==> config.mk <==
export PLATFORM = sky130hd
export DESIGN_NAME = weight_acc_sched
export DESIGN_NICKNAME = d
export VERILOG_FILES = /design/src/rtl/weight_acc_sched.sv
export SDC_FILE = /design/constraint.sdc
export NUM_CORES = 1
export LEC_CHECK = 0
export CORE_AREA = 2 2 62 64
export CTS_CLUSTER_SIZE = 20
export DETAILED_ROUTE_END_ITERATION = 12
export DIE_AREA = 0 0 64 66
export HOLD_SLACK_MARGIN = 0.05
export PLACE_DENSITY = 0.74
export SLEW_MARGIN = 5
export SYNTH_ARGS = -nofsm -noshare
export SYNTH_HDL_FRONTEND = slang
export SYNTH_SLANG_ARGS = --single-unit
==> constraint.sdc <==
create_clock -name clk -period 2.3 [get_ports clk]
set_input_delay 0.23 -clock clk [delete_from_list [all_inputs] [get_ports clk]]
set_output_delay 0.23 -clock clk [all_outputs]
set_load 0.01 [all_outputs]
==> src/rtl/weight_acc_sched.sv <==
// weight_acc_sched: routes a serial weight stream into NUM_COLS column lanes, DEPTH words each,
// then drains all lanes with a one-cycle diagonal skew; WEIGHT_ACC_SCHED_REPLAY_EN keeps the load drainable.
module weight_acc_sched #(
    parameter int NUM_COLS = 2,
    parameter int DEPTH    = 4
) (
    input  logic                       clk,
    input  logic                       rst_n,
    input  logic                       start_load,
    input  logic                       start_drain,
    input  logic                       s_valid,
    output logic                       s_ready,
    input  logic signed [15:0]         s_data,
    output logic signed [15:0]         lane_data_out,
    output logic [NUM_COLS-1:0]        lane_valid_data_out,
    output logic [NUM_COLS-1:0]        lane_valid_out,
    output logic                       busy,
    output logic                       loaded,
    output logic                       done,
    output logic                       err
);
    localparam int DLEN = DEPTH + NUM_COLS - 1;
    localparam int CW   = $clog2(NUM_COLS + 1);
    localparam int SW   = $clog2(DEPTH + 1);
    localparam int DW   = $clog2(DLEN + 1);

    typedef enum logic [1:0] {IDLE, LOAD, DRAIN, LOADED} state_t;

    state_t              state;
    logic [CW-1:0]       col;
    logic [SW-1:0]       sub;
    logic [DW-1:0]       dcnt;
    logic [DW-1:0]       nt;
    logic [NUM_COLS-1:0] mask;
    logic                sub_last;
    logic                last;

    // dcnt holds the next skew step so the strobes can be registered one cycle ahead
    always_comb begin
        nt   = (state == DRAIN) ? dcnt : '0;
        mask = '0;
        for (int c = 0; c < NUM_COLS; c++)
            mask[c] = int'(nt) >= c && int'(nt) < c + DEPTH;
    end

    assign sub_last = sub == SW'(DEPTH - 1);
    assign last     = sub_last && col == CW'(NUM_COLS - 1);

    always_ff @(posedge clk or negedge rst_n) begin
        if (!rst_n) begin
            state               <= IDLE;
            col                 <= '0;
            sub                 <= '0;
            dcnt                <= '0;
            s_ready             <= 1'b0;
            lane_data_out       <= '0;
            lane_valid_data_out <= '0;
            lane_valid_out      <= '0;
            busy                <= 1'b0;
            loaded              <= 1'b0;
            done                <= 1'b0;
            err                 <= 1'b0;
        end else begin
            done                <= 1'b0;
            err                 <= 1'b0;
            lane_valid_data_out <= '0;
            case (state)
                IDLE, LOADED: begin
                    if (start_load) begin
                        state   <= LOAD;
                        s_ready <= 1'b1;
                        busy    <= 1'b1;
                        loaded  <= 1'b0;
                        col     <= '0;
                        sub     <= '0;
                    end else if (start_drain && loaded) begin
                        state          <= DRAIN;
                        busy           <= 1'b1;
                        dcnt           <= DW'(1);
                        lane_valid_out <= mask;
                    end else if (start_drain) begin
                        err <= 1'b1;
                    end
                end
                LOAD: begin
                    if (s_valid && s_ready) begin
                        lane_data_out       <= s_data;
                        lane_valid_data_out <= NUM_COLS'(1) << col;
                        sub                 <= sub_last ? '0 : sub + SW'(1);
                        col                 <= col + CW'(sub_last);
                        if (last) begin
                            state   <= LOADED;
                            s_ready <= 1'b0;
                            busy    <= 1'b0;
                            loaded  <= 1'b1;
                            done    <= 1'b1;
                        end
                    end
                end
                DRAIN: begin
                    if (dcnt == DW'(DLEN)) begin
                        lane_valid_out <= '0;
                        done           <= 1'b1;
                        busy           <= 1'b0;
`ifdef WEIGHT_ACC_SCHED_REPLAY_EN
                        state          <= LOADED;
`else
                        state          <= IDLE;
                        loaded         <= 1'b0;
`endif
                    end else begin
                        lane_valid_out <= mask;
                        dcnt           <= dcnt + DW'(1);
                    end
                end
            endcase
        end
    end
endmodule

==> run_results.csv <==
group,metric,value,unit
outcome,status,"finished clean",
place,placed_area,2130,µm²
critical_path,crit_chain,"inv_1 > ha_1 > nand2b_2 > o22ai_1 > mux2i_1 > a41oi_1",
timing,slew_violations,0,
clock_tree,cts_resized,0,
timing,finalCritPeriodShare,0.831,
synth,ys_async_sr_fraction,1.00,
synth,ys.warnings.count,0,
global_route,grt_max_degree,36,
synth,synth_area_per_cell,9.42,µm²
critical_path,reg2reg_depth,6,
critical_path,reg2reg_to,"dcnt[0]",
timing,setup_tns,0,ps
layout,finalNetCount,250,
die,rows,22,
critical_path,slowest_stage,"ha_1",
critical_path,setup.worst_path.end_class,"register",
detailed_routing,final_antenna_net_count,0,
timing,tightest_slew,512,ps
global_route,track_usage,0.189,
clock_tree,htreeDepth,2,
synth,ys_seq_area_frac,0.541,
critical_path,worstPathRequired,2510,ps
clock_tree,cts_buffers,5,
critical_path,crit_type,"register to register",
global_route,grt_overflow,0,
timing,setup_violations,0,
pwr,finalPower,2660,µW
clock_tree,cts_setup_buffers,0,
layout,drive_above_1_share,0.0717,
global_route,grt_first_pass_wirelength,6120,µm
synth,synth_cell_types,36,
timing,maxSlewHeadroom,0.655,
timing,rsz0062_at_grt,"no",
layout,antenna_cells,0,
detailed_routing,drt_iter0_drc,51,
detailed_routing,vias,1382,
detailed_routing,remaining_drc_errors,0,
timing,finalHoldViolCount,0,
clock_tree,clkTransAtPathRegs,110,ps
detailed_routing,via_per_inst,5.10,
hold_path,hold_class,"input pin to async pin",
die,ios,46,
synth,synth_area,1620,µm²
die,die_h,66,µm
synth,synth_common_cells,"nand2_1 (61), dfrtp_1 (35), a21oi_1 (8), inv_1 (8), o21ai_0 (8)",
detailed_routing,drt-total-wl,3480,µm
place,place_congestion,0.868,
die,die_w,64,µm
layout,finish.utilization,0.625,
pwr,power_density,1200,nW/µm²
critical_path,cp_num_buf_inv,1,
timing,finClkSkew,7.75,ps
timing,min_period,1910,ps
detailed_routing,drtPass1Iterations,4,
die,die-area,4220,µm²
timing,max_freq,523,MHz
critical_path,worstSetupPathDepth,6,
run,maxCapViolations,0,
place,hpwl,2550,µm
critical_path,crit-reg2reg-launch,"state[0]",
critical_path,critPathArrivalTime,2120,ps
synth,syn_nets,200,
synth,synthFlopType,"dfrtp_1",
synth,yosysTopAreaCell,"dfrtp_1",
detailed_routing,wire_per_inst,12.8,µm
synth,synth_cells,172,
critical_path,cp-endpoint,"dcnt[0]",
pwr,leakage,0.00106,µW
critical_path,crit_path_start_kind,"register",
synth,synth_edf_count,0,
synth,ys_top_cells_by_area,"dfrtp_1 (54%), nand2_1 (14%), ha_1 (5.4%), a21oi_1 (2.5%), o21ai_0 (2.5%)",
clock_tree,cts_sinks,35,
place,io_buffers,45,
synth,yosysMostFrequentCell,"nand2_1",
critical_path,crit_path_start,"state[0]",
clock_tree,clock_latency,340,ps
global_route,grt_pass1_vias,1420,
place,post-place-ws,439,ps
synth,synth_seq_cells,35,
critical_path,critPathMaxFanout,8,
clock_tree,cts_hold_buf,0,
layout,final_area,2220,µm²
layout,area_delta_synth_final,36.9,%
critical_path,r2r_slack,390,ps
critical_path,slowest_delay,440,ps
die,core,3550,µm²
layout,nFillCells,289,
die,start_util,0.456,
clock_tree,cts_tree,"yes",
critical_path,crit_family,"compound AO/OA/AOI/OAI gates",
global_route,antenna_found_initial,0,
clock_tree,cts-root-buf,"clkbuf_4",
clock_tree,cts_buffer_depth,2,
synth,yosysTopAreaCellShare,0.541,
pwr,ir_drop,0.000733,V
timing,worst_slack,388,ps
==> logic make-up after synthesis <==
logic type                 count (synthesis)  share of synthesized area
and+or+nand+nor                           84                      0.232
DFF                                       35                      0.541
AOI/OAI and AO/OA                         29                      0.117
buffers and inverters                     13                     0.0317
adders and majority gates                  7                     0.0541
muxes                                      4                     0.0255
==> flip-flops by register name, summed over array words and instances (netlist names) <==
signal               count
busy                     1
col                      2
dcnt                     3
done                     1
err                      1
lane_data_out           16
lane_valid_data_out      2
lane_valid_out           2
loaded                   1
s_ready                  1
state                    2
sub                      3
==> cell usage in the layout (no fill, tap or decap), types with 2 or more instances in the layout <==
master / count
clkbuf_4: 5
dfrtp_1: 35
buf_4: 3
mux2i_1: 3
nand3_1: 5
a2bb2oi_1: 2
o21ai_0: 8
nor2_1: 4
nand2_1: 61
inv_1: 8
nor3b_1: 2
a21oi_1: 8
ha_1: 7
nor3_1: 2
clkdlybuf4s50_1: 45
==> layout make-up <==
| cell class | instances | area [µm²] | share of cell area |
|---|---|---|---|
| inverters | 8 | 30.0 | 0.0135 |
| flip-flops and latches | 35 | 876 | 0.395 |
| multi-input cells | 124 | 693 | 0.312 |
| repair buffers | 48 | 473 | 0.213 |
| well taps | 48 | 60.1 | 0.0271 |
| clock buffers | 6 | 51.3 | 0.0231 |
| clock inverters | 2 | 35.0 | 0.0158 |
==> worst min path at each step <==
stage,start,to,slack (ps),cells after the start
5_1_grt,rst_n,lane_data_out[2],310,2
3_5_place_dp,lane_data_out[12],lane_data_out[12],470,2
6_report,rst_n,sub[1],280,2
3_3_place_gp,lane_data_out[13],lane_data_out[13],460,2
4_1_cts,rst_n,lane_data_out[14],280,2
2_1_floorplan,rst_n,busy,-70,0
==> routing by layer <==
layer  routed length [µm]  vias up  track usage
met2                 1660       44        0.309
li1                     -      677            -
met4                   97        0        0.122
met3                  173       11       0.0409
met1                 1550      650        0.226
met5                    0        -            0
==> where the power goes <==
group | internal, µW | switching, µW | total, µW | leakage [µW]
clock | 257 | 203 | 460 | 0.0000482
sequential | 831 | 129 | 960 | 0.000440
combinational | 603 | 635 | 1240 | 0.000567
==> per-stage QoR <==
| stage | cells | hold WS (ps) |
|---|---|---|
| 2_1_floorplan | 172 | -65.6 |
| 3_3_place_gp | 263 | 457 |
| 3_5_place_dp | 263 | 466 |
| 4_1_cts | 271 | 283 |
| 5_1_grt | 271 | 311 |
| 6_report | 271 | 282 |
Power figures use the tool's default switching activity.
